### src/rtl/ctrl_pipe_if.sv
// LC-3b control types plus the handshake bundle between decode, the control
// pipe and the memory stage.
package lc3b_pkg;

  typedef enum logic [3:0] {
    op_br  = 4'd0,  op_add = 4'd1,  op_ldb = 4'd2,  op_stb  = 4'd3,
    op_jsr = 4'd4,  op_and = 4'd5,  op_ldr = 4'd6,  op_str  = 4'd7,
    op_rti = 4'd8,  op_not = 4'd9,  op_ldi = 4'd10, op_sti  = 4'd11,
    op_jmp = 4'd12, op_shf = 4'd13, op_lea = 4'd14, op_trap = 4'd15
  } lc3b_opcode;

  typedef enum logic [2:0] {
    alu_add  = 3'd0, alu_and = 3'd1, alu_not = 3'd2, alu_pass = 3'd3,
    alu_sll  = 3'd4, alu_srl = 3'd5, alu_sra = 3'd6
  } lc3b_aluop;

  typedef struct packed {
    logic [3:0] opcode;
    lc3b_aluop  aluop;
    logic       b1_mux_sel;
    logic       reg_load;
    logic       load_cc;
    logic       mem_read;
    logic       mem_write;
    logic       mem_byte;
    logic       ldi_sti;
    logic       br;
    logic       jmp;
    logic       jsr;
    logic       jsr_imm;
    logic       trap;
  } lc3b_control_word;

endpackage

interface ctrl_pipe_if #(
  parameter int NSTAGE = 3,
  parameter int CW_W   = $bits(lc3b_pkg::lc3b_control_word)
);
  logic                   if_valid;
  logic [3:0]             opcode;
  logic                   bit11;
  logic                   bit5;
  logic                   bit4;
  logic                   id_ready;
  logic                   flush;
  logic                   mem_resp;
  logic                   mem_phase;
  logic [NSTAGE-1:0]      stage_valid;
  logic [NSTAGE*CW_W-1:0] stage_ctrl;
  logic                   illegal;

  modport master (
    output if_valid, opcode, bit11, bit5, bit4, flush, mem_resp,
    input  id_ready, mem_phase, stage_valid, stage_ctrl, illegal
  );

  modport slave (
    input  if_valid, opcode, bit11, bit5, bit4, flush, mem_resp,
    output id_ready, mem_phase, stage_valid, stage_ctrl, illegal
  );
endinterface

### src/rtl/ctrl_pipe.sv
// LC-3b control pipe: decodes the ID opcode into a control word and carries it
// through NSTAGE registered stages, holding the front end during memory access.
module ctrl_pipe
  import lc3b_pkg::*;
#(
  parameter int NSTAGE          = 3,
  parameter int MEM_IDX         = 1,
  parameter int CW_W            = $bits(lc3b_control_word),
  parameter bit TRAP_ON_ILLEGAL = 1'b1
) (
  input  logic      clk,
  input  logic      reset_n,
  ctrl_pipe_if.slave bus
);

  if (NSTAGE < 3 || MEM_IDX < 1 || MEM_IDX >= NSTAGE - 1 ||
      CW_W != $bits(lc3b_control_word)) begin : g_bad_params
    $error("ctrl_pipe: illegal NSTAGE/MEM_IDX/CW_W combination");
  end

  lc3b_control_word r_ctrl [NSTAGE];
  logic             r_valid [NSTAGE];
  logic             r_mem_cnt;
  logic             r_illegal;

  lc3b_control_word w_dec;
  logic             w_illegal_op;
  logic             w_id_valid;
  lc3b_opcode       w_mem_op;
  logic             w_memop;
  logic [1:0]       w_need;
  logic             w_done;
  logic             w_hold;
  logic             w_capture;
  lc3b_control_word w_in_ctrl [NSTAGE];
  logic             w_in_valid [NSTAGE];

  always_comb begin
    w_dec        = '0;
    w_illegal_op = 1'b0;
    w_dec.opcode = bus.opcode;
    case (lc3b_opcode'(bus.opcode))
      op_add: begin
        w_dec.aluop      = alu_add;
        w_dec.b1_mux_sel = bus.bit5;
        w_dec.reg_load   = 1'b1;
        w_dec.load_cc    = 1'b1;
      end
      op_and: begin
        w_dec.aluop      = alu_and;
        w_dec.b1_mux_sel = bus.bit5;
        w_dec.reg_load   = 1'b1;
        w_dec.load_cc    = 1'b1;
      end
      op_not: begin
        w_dec.aluop    = alu_not;
        w_dec.reg_load = 1'b1;
        w_dec.load_cc  = 1'b1;
      end
      op_shf: begin
        if (!bus.bit4)     w_dec.aluop = alu_sll;
        else if (!bus.bit5) w_dec.aluop = alu_srl;
        else               w_dec.aluop = alu_sra;
        w_dec.reg_load = 1'b1;
        w_dec.load_cc  = 1'b1;
      end
      op_lea: begin
        w_dec.aluop    = alu_pass;
        w_dec.reg_load = 1'b1;
      end
      op_ldb: begin
        w_dec.mem_read = 1'b1;
        w_dec.mem_byte = 1'b1;
        w_dec.reg_load = 1'b1;
        w_dec.load_cc  = 1'b1;
      end
      op_ldr: begin
        w_dec.mem_read = 1'b1;
        w_dec.reg_load = 1'b1;
        w_dec.load_cc  = 1'b1;
      end
      op_ldi: begin
        w_dec.mem_read = 1'b1;
        w_dec.ldi_sti  = 1'b1;
        w_dec.reg_load = 1'b1;
        w_dec.load_cc  = 1'b1;
      end
      op_stb: begin
        w_dec.mem_write = 1'b1;
        w_dec.mem_byte  = 1'b1;
      end
      op_str:  w_dec.mem_write = 1'b1;
      op_sti: begin
        w_dec.mem_write = 1'b1;
        w_dec.ldi_sti   = 1'b1;
      end
      op_br:   w_dec.br = 1'b1;
      op_jmp:  w_dec.jmp = 1'b1;
      op_jsr: begin
        w_dec.jsr      = 1'b1;
        w_dec.jsr_imm  = bus.bit11;
        w_dec.reg_load = 1'b1;
      end
      op_trap: begin
        w_dec.trap     = 1'b1;
        w_dec.reg_load = 1'b1;
      end
      default: begin
        w_dec        = '0;
        w_illegal_op = 1'b1;
      end
    endcase
  end

  assign w_id_valid = bus.if_valid && !(w_illegal_op && TRAP_ON_ILLEGAL);

  // Memory-stage access tracking; mem_resp only ever reaches id_ready
  // combinationally, never the stage registers' outputs.
  assign w_mem_op = lc3b_opcode'(r_ctrl[MEM_IDX].opcode);
  assign w_memop  = r_valid[MEM_IDX] &&
                    (w_mem_op inside {op_ldb, op_ldr, op_ldi, op_stb, op_str, op_sti});
  assign w_need   = r_ctrl[MEM_IDX].ldi_sti ? 2'd2 : 2'd1;
  assign w_done   = bus.mem_resp && (({1'b0, r_mem_cnt} + 2'd1) == w_need);
  assign w_hold   = w_memop && !w_done;
  assign w_capture = bus.if_valid && !w_hold && !bus.flush;

  assign bus.id_ready  = !w_hold;
  assign bus.mem_phase = r_mem_cnt;
  assign bus.illegal   = r_illegal;

  for (genvar gi = 0; gi < NSTAGE; gi++) begin : g_stage
    if (gi == 0) begin : g_head
      assign w_in_ctrl[gi]  = w_dec;
      assign w_in_valid[gi] = w_id_valid;
    end else begin : g_body
      assign w_in_ctrl[gi]  = r_ctrl[gi-1];
      assign w_in_valid[gi] = r_valid[gi-1];
    end
    assign bus.stage_valid[gi]             = r_valid[gi];
    assign bus.stage_ctrl[gi*CW_W +: CW_W] = r_ctrl[gi];
  end

  always_ff @(posedge clk or negedge reset_n) begin
    if (!reset_n) begin
      for (int i = 0; i < NSTAGE; i++) begin
        r_valid[i] <= 1'b0;
        r_ctrl[i]  <= '0;
      end
      r_mem_cnt <= 1'b0;
      r_illegal <= 1'b0;
    end else begin
      for (int i = 0; i < NSTAGE; i++) begin
        if (i == MEM_IDX + 1 && w_hold) begin
          r_valid[i] <= 1'b0;
          r_ctrl[i]  <= '0;
        end else if (i > MEM_IDX) begin
          r_valid[i] <= w_in_valid[i];
          r_ctrl[i]  <= w_in_ctrl[i];
        end else if (i < MEM_IDX && bus.flush) begin
          r_valid[i] <= 1'b0;
          r_ctrl[i]  <= '0;
        end else if (!w_hold) begin
          r_valid[i] <= w_in_valid[i];
          r_ctrl[i]  <= w_in_ctrl[i];
        end
      end
      if (w_hold && bus.mem_resp) r_mem_cnt <= 1'b1;
      else if (!w_hold)           r_mem_cnt <= 1'b0;
      r_illegal <= w_capture && w_illegal_op;
    end
  end

endmodule

### src/flat_wrapper.sv
// flat-port wrapper written by rule: the top's interface ports become plain ports
module ctrl_pipe_flat import lc3b_pkg::*;
#(
  parameter int NSTAGE          = 3,
  parameter int MEM_IDX         = 1,
  parameter int CW_W            = $bits(lc3b_control_word),
  parameter bit TRAP_ON_ILLEGAL = 1'b1
)
  (clk, reset_n, bus_if_valid, bus_opcode, bus_bit11, bus_bit5, bus_bit4, bus_flush, bus_mem_resp, bus_id_ready, bus_mem_phase, bus_stage_valid, bus_stage_ctrl, bus_illegal);
  ctrl_pipe_if #(.NSTAGE(NSTAGE), .CW_W(CW_W)) bus_i ();
  input  logic clk;
  input  logic reset_n;
  input wire logic [$bits(bus_i.if_valid)-1:0] bus_if_valid;
  input wire logic [$bits(bus_i.opcode)-1:0] bus_opcode;
  input wire logic [$bits(bus_i.bit11)-1:0] bus_bit11;
  input wire logic [$bits(bus_i.bit5)-1:0] bus_bit5;
  input wire logic [$bits(bus_i.bit4)-1:0] bus_bit4;
  input wire logic [$bits(bus_i.flush)-1:0] bus_flush;
  input wire logic [$bits(bus_i.mem_resp)-1:0] bus_mem_resp;
  output wire logic [$bits(bus_i.id_ready)-1:0] bus_id_ready;
  output wire logic [$bits(bus_i.mem_phase)-1:0] bus_mem_phase;
  output wire logic [$bits(bus_i.stage_valid)-1:0] bus_stage_valid;
  output wire logic [$bits(bus_i.stage_ctrl)-1:0] bus_stage_ctrl;
  output wire logic [$bits(bus_i.illegal)-1:0] bus_illegal;
  assign bus_i.if_valid = bus_if_valid;
  assign bus_i.opcode = bus_opcode;
  assign bus_i.bit11 = bus_bit11;
  assign bus_i.bit5 = bus_bit5;
  assign bus_i.bit4 = bus_bit4;
  assign bus_i.flush = bus_flush;
  assign bus_i.mem_resp = bus_mem_resp;
  assign bus_id_ready = bus_i.id_ready;
  assign bus_mem_phase = bus_i.mem_phase;
  assign bus_stage_valid = bus_i.stage_valid;
  assign bus_stage_ctrl = bus_i.stage_ctrl;
  assign bus_illegal = bus_i.illegal;
  ctrl_pipe #(.NSTAGE(NSTAGE), .MEM_IDX(MEM_IDX), .CW_W(CW_W), .TRAP_ON_ILLEGAL(TRAP_ON_ILLEGAL)) u_core (.clk(clk), .reset_n(reset_n), .bus(bus_i));
endmodule
### config.mk
export PLATFORM = sky130hd
export DESIGN_NAME = ctrl_pipe_flat
export DESIGN_NICKNAME = d
export VERILOG_FILES = /design/src/rtl/ctrl_pipe_if.sv /design/src/rtl/ctrl_pipe.sv /design/src/flat_wrapper.sv
export SDC_FILE = /design/constraint.sdc
export NUM_CORES = 1
export LEC_CHECK = 0
export CORE_MARGIN = 2
export CORE_UTILIZATION = 30
export DETAILED_ROUTE_END_ITERATION = 6
export GPL_ROUTABILITY_DRIVEN = 0
export PLACE_DENSITY = 0.6
export SETUP_SLACK_MARGIN = 0.05
export SYNTH_ARGS = -nofsm -noshare
export SYNTH_HDL_FRONTEND = slang
export SYNTH_SLANG_ARGS = --single-unit
### constraint.sdc
create_clock -name clk -period 2 [get_ports clk]
set_input_delay 0.6 -clock clk [delete_from_list [all_inputs] [get_ports clk]]
set_output_delay 0.6 -clock clk [all_outputs]
set_load 0.05 [all_outputs]
==> qor.csv, run 1 <==
metric,value,unit
Hold Crit Class,in2async,
Max Slew Vio Count,0,
# diodes,0,
Final Non-Filler Cells,432,
port bufs,74,
Max Freq,0.4953,GHz
DR iter-0 viols,76,
Crit path largest cell delay,430,ps
number of synthesized flops with an enable pin,0,
initial antenna violation count,0,
share of cells above drive strength 1,30.30,%
Switching Share,29.53,%
violated checks,negative setup slack,
combinational fraction of design power,17.0,%
Synth area leader,dfrtp_1,
slew margin rel.,70.73,%
synthesized area,2422,sq um
first-pass GRT wire length,9.135,mm
H-tree levels,3,
crit path cell chain,xnor2_2 -> a221oi_4 -> inv_2 -> buf_12,
slowest CP cell,dfrtp_2,
clk slew on worst S/H paths,70,ps
via density per instance,4.410,
die width,93.86,microns
Max Clock Skew,7.074,ps
Worst setup startpoint,u_core.bus.mem_phase$_DFFE_PN0P_,
sequential cell fraction of total power,49.8,%
Main synth FF type,dfrtp_1,
#FFs+latches synth,62,
row cnt,32,
# Max-Cap Violations,0,
HPWL after detailed placement,3.952,mm
part of the cycle the worst path needs,101.0,%
vias in the first global route,1848,
pwr/cell area,799.7,nW/um^2
Core ar.,7767,sq um
CP Max Fanout,2,
Cell variety after synth,27,
top-count cell post-synth,nand2_1,
clock buffer depth,2,
Syn Area/Cell,10.18,sq um
Int Power,1.902,mW
hold slack,205.4,ps
RSZ-0062 raised after global routing,true,
min Tclk post-route,2019,ps
Worst Tran Pin Value,439.0,ps
"Seq/Total Area, Yosys",64.05,%
DRC,0,
status,"finished, violations left",
clock sink count,62,
Synth area leaders,"dfrtp_1 (64%), nand2_1 (12%), and2_1 (5.2%)",
Syn-to-layout area delta,39.31,%
placed cell count,414,
reg2reg start,u_core.bus.mem_phase$_DFFE_PN0P_,
"top cells by count, synth","nand2_1 (80), dfrtp_1 (62), and2_1 (20)",
ANT nets after route,0,
Crit. End Element,output port,
Vias,1905,
WL per Instance,12.89,microns
Post-synth ARST share,100.0,%
Synth Instances,238,
WP data required,1400,ps
"Worst Setup Slack, final",-19.14,ps
NetSw,0.7969,mW
Ys Warns,0,
largest net degree at the start of global routing,38,
global route overflow,0,
Nets,337,
clock root cell,clkbuf_8,
GR Util All Layers,13.56,%
initial core utilization,31.19,%
Pre-antenna DRT Iters,4,
Finish-stage setup viols,1,
Setup CP Type,reg2out,
Max VDD drop,0.0002387,V
Pleak,1.744,nW
CTS buffer count,9,
final wirelength,5.569,mm
syn_nets,250,
die area,8809,sq um
Worst Path Arrival,1420,ps
Power Total,2.699,mW
share of the synthesized area in the top cell type,64.05,%
TritonCTS clock tree,yes,
Clock Power Share,33.3,%
Skew-Pair Late Insertion Delay,330,ps
Final Hold Fails,0,
Top Ports,75,
Die Y,93.86,microns
crit start category,register,
[timing repair]
item / CTS / global route
hold buffers: 0 / 0
endpoints found under the setup margin: 1 / 1
pin swaps: 1 / 0
gates resized for setup: 2 / 0
setup buffers: 2 / 0
[worst max-delay path: cells and delay by family, from the launching register on]
kind                   cells  cell delay (ps)
XOR/XNOR                   1              150
flip-flops                 1              430
AO/OA/AOI/OAI              1              260
buffers and inverters      2              240
[metal layers]
| metal | part of all wire [%] | global-route usage (%) |
|---|---|---|
| met1 | 45 | 17.68 |
| met2 | 48 | 20.65 |
| met3 | 5.2 | 3.291 |
| met4 | 2.0 | 7.488 |
| met5 | 0 | 0 |
[flip-flops by register name, indices dropped and copies added (netlist names)]
signal and count:
u_core.bus.illegal 1, u_core.bus.mem_phase 1, u_core.bus.stage_ctrl 53, u_core.bus.stage_valid 3, u_core.w_mem_op 4
[through the flow]
| stage | area [sq um] | setup slack (ps) | util, % | TNS (ps) |
|---|---|---|---|---|
| 2_1_floorplan | 2437 | 65.63 | - | 0 |
| 3_3_place_gp | 3201 | -200.0 | 41.20 | -3963 |
| 3_5_place_dp | 3201 | -202.3 | 41.20 | -4058 |
| 4_1_cts | 3374 | -39.79 | 43.44 | -39.79 |
| 5_1_grt | 3374 | -85.17 | 43.44 | -85.17 |
| 6_report | 3374 | -19.14 | 43.44 | -19.14 |
[final timing paths]
kind,to,slack [ps],depth (start not counted)
max,bus_id_ready,-20,4
min,u_core.bus.stage_ctrl[39]$_DFF_PN0_,210,1
max reg2reg,u_core.bus.stage_ctrl[10]$_DFFE_PN0P_,310,6
min reg2reg,u_core.bus.stage_ctrl[19]$_DFFE_PN0N_,480,2
max in group asynchronous,u_core.bus.stage_ctrl[52]$_DFF_PN0_,1290,2
min in group clk,u_core.bus.stage_ctrl[19]$_DFFE_PN0N_,480,2
[final cells by class]
| cell class | count | area, sq um |
|---|---|---|
| fillers | 792 | 4393 |
| repair buffers | 92 | 749.5 |
| clock inverters | 2 | 10.01 |
| inverters | 2 | 7.507 |
| multi-input cells | 158 | 780.7 |
| flip-flops and latches | 62 | 1556 |
| well taps | 102 | 127.6 |
| clock buffers | 14 | 142.6 |
[cell families (layout without fill, tap and decap cells)]
group / count (synthesis) / in the layout / share of synthesized area (%)
AND/OR/NAND/NOR: 132 / 132 / 25.05
flip-flops: 62 / 62 / 64.05
AO/OA/AOI/OAI: 24 / 24 / 6.095
buffers and inverters: 18 / 110 / 4.028
multiplexers: 1 / 1 / 0.4132
XOR/XNOR: 1 / 1 / 0.3616
[cell usage in the layout, fill, tap and decap left out, types with 2 or more instances in the layout]
cell	synthesis	routed
clkbuf_8	0	9
buf_12	0	3
or3_1	2	2
clkdlybuf4s50_1	0	9
a21oi_1	19	19
dfrtp_2	0	4
nor2_1	6	6
nand3_1	8	8
nand4_1	3	3
nand2b_1	5	5
buf_4	1	78
clkinv_2	0	2
and2_1	20	20
dfrtp_1	62	58
nor3_1	3	3
nand2_1	80	80
clkbuf_1	9	5
nand4b_1	2	2
[power by group through the flow]
stage	registers, mW	logic (mW)	clock network (mW)
floorplan	1.55	0.0934	0
global placement	1.37	0.457	0
detailed placement	1.37	0.462	0
CTS	1.34	0.464	0.916
global route	1.35	0.491	0.974
finish	1.34	0.458	0.897
Power figures use the tool's default switching activity.
==> inputs of run 2 (changes only) <==
CELL_PAD_IN_SITES_DETAIL_PLACEMENT = 0   (was not set)
CELL_PAD_IN_SITES_GLOBAL_PLACEMENT = 1   (was not set)
DONT_BUFFER_PORTS = 1   (was not set)
PLACE_DENSITY = 0.58   (was 0.6)
clock period = 2.3 ns   (was 2 ns; I/O delays follow)
==> run 2 against run 1 <==
The run now ends clean. Register-to-register slack improved by 120 ps. Wire length shrank 0.77%. Setup slack better by 240 ps. Design area decreased by 20%. Critical endpoint unchanged. Critical path type unchanged. Combinational power decreased by 76%. Clock power shrank 4.9%. Die area did not move. Highest routed layer unchanged. Global-route usage is 0.088 points higher. Final cell count decreased by 20%. Clock skew fell by 1.6 ps. Via count is 17% lower. Largest power group unchanged. Hold slack lost 160 ps.
==> qor.csv, run 2 (synthesis results as in run 1) <==
metric,value,unit,change
status,"complete, no violations",,
CTS buffer count,9,,unchanged
reg2reg start,u_core.bus.mem_phase$_DFFE_PN0P_,,
crit start category,register,,
number of flip-flops in the largest register,53,,unchanged
# diodes,0,,unchanged
Crit. End Element,output port,,
post-place instance area,2520,sq um,-21%
Power Total,2.278,mW,-16%
RSZ-0062 raised after global routing,false,,
met3 usage in global routing,6.742,%,+3.5 points
min Tclk post-route,2083,ps,
"Worst Setup Slack, final",217.4,ps,+236.5 ps
share of cells above drive strength 1,9.426,%,-21 points
port bufs,0,,-100%
CP Max Fanout,17,,+15
TritonCTS clock tree,yes,,
Vias,1578,,-17%
GR Util All Layers,13.64,%,+0.088 points
post-CTS setup buffers,0,,-2
slew margin rel.,62.65,%,-8.1 points
R2R Setup Slk,430,ps,+120 ps
clk slew on worst S/H paths,60,ps,about the same
Syn-to-layout area delta,11.31,%,
via density per instance,4.561,,+3.4%
design area,2696,sq um,-20%
clock buffer depth,2,,unchanged
"most common cell after layout, fill and taps aside",nand2_1,,
part of the cycle the worst path needs,90.55,%,
Hold Crit Class,in2async,,
initial core utilization,31.19,%,unchanged
global route overflow,0,,unchanged
Pleak,1.321,nW,-24%
Pre-antenna DRT Iters,4,,unchanged
die width,93.86,microns,unchanged
Max VDD drop,0.0002102,V,-12%
Nets,253,,-25%
clock sink count,62,,unchanged
Worst Path Arrival,1390,ps,-30 ps
Die Y,93.86,microns,unchanged
reg2reg path depth,6,,unchanged
die area,8809,sq um,unchanged
largest net degree at the start of global routing,63,,+66%
first-pass GRT wire length,8.914,mm,-2.4%
ANT nets after route,0,,unchanged
clock root cell,clkbuf_8,,
GRT met1 Usage,17.08,%,-0.60 points
Max Freq,0.4802,GHz,
hold slack,48.61,ps,-156.8 ps
post-layout util,34.71,%,-8.7 points
vias in the first global route,1598,,-14%
initial antenna violation count,0,,unchanged
Skew-Pair Late Insertion Delay,330,ps,about the same
pwr/cell area,844.8,nW/um^2,+5.6%
DR iter-0 viols,107,,+41%
row cnt,32,,unchanged
Finish-stage setup viols,0,,-1
# Max-Cap Violations,0,,unchanged
Max Slew Vio Count,0,,unchanged
WL per Instance,15.97,microns,+24%
setup TNS,0,ps,+19.14 ps
Final Hold Fails,0,,unchanged
DRC,0,,unchanged
Worst Tran Pin Value,560.3,ps,+121.2 ps
Core ar.,7767,sq um,unchanged
H-tree levels,3,,unchanged
met2 usage,19.70,%,-0.95 points
HPWL after detailed placement,3.532,mm,-11%
DP Worst Slack,246.8,ps,+449.1 ps
grt peak-use layer,met2,,
placed cell count,332,,-20%
Setup CP Type,reg2out,,
Final Non-Filler Cells,346,,-20%
most frequent cells in the layout,"nand2_1 (80), dfrtp_1 (62), and2_1 (20), a21oi_1 (19), clkbuf_8 (12)",,
WP data required,1610,ps,+210 ps
final wirelength,5.526,mm,-0.77%
worst reg2reg endpoint,u_core.bus.stage_ctrl[8]$_DFFE_PN0P_,,
Top Ports,75,,unchanged
Max Clock Skew,5.447,ps,-1.627 ps
## run 2: cell count changes in the layout (fill, tap and decap cells not counted), sizes merged
| cell | delta |
|---|---|
| clkbuf | -1 |
| clkdlybuf4s50 | -9 |
| dlygate4sd2 | -1 |
| clkinv | -1 |
| buf | -74 |
## run 2: layer usage
| metal | vias up | wire length [microns] |
|---|---|---|
| met1 | 763 | 2385 |
| met4 | 0 | 71 |
| met3 | 6 | 402 |
| met5 | - | 0 |
| li1 | 767 | - |
| met2 | 42 | 2666 |
## run 2: worst max-delay path, cell delays in order (launching register included)
cell and delay [ps]:
dfrtp_1 390, xnor2_1 160, a221oi_4 320, inv_4 190
## run 2: how the worst max path moves through the flow
stage,start,end
floorplan,u_core.bus.mem_phase$_DFFE_PN0P_,bus_id_ready
global placement,bus_mem_resp,u_core.bus.stage_ctrl[8]$_DFFE_PN0P_
detailed placement,bus_mem_resp,u_core.bus.stage_ctrl[8]$_DFFE_PN0P_
CTS,u_core.bus.stage_ctrl[24]$_DFFE_PN0N_,bus_id_ready
global route,u_core.bus.stage_ctrl[24]$_DFFE_PN0N_,bus_id_ready
finish,u_core.bus.stage_ctrl[24]$_DFFE_PN0N_,bus_id_ready
## run 2: cell type report
type	count	area [sq um]
fillers	822	5071
flip-flops and latches	62	1551
multi-input cells	158	773.2
clock buffers	13	168.9
well taps	102	127.6
repair buffers	8	60.06
inverters	2	10.01
clock inverters	1	5.005
## run 2: power by group
part / total (mW) / internal, mW / switching, mW / leakage (nW)
Sequential: 1.31 / 1.13 / 0.179 / 0.836
Combinational: 0.112 / 0.0417 / 0.0698 / 0.394
Clock: 0.853 / 0.466 / 0.387 / 0.0914
## run 2: what timing repair did
action,4_1_cts,5_1_grt
gates resized for setup,0,2
hold buffers,0,0
endpoints found under the setup margin,0,1
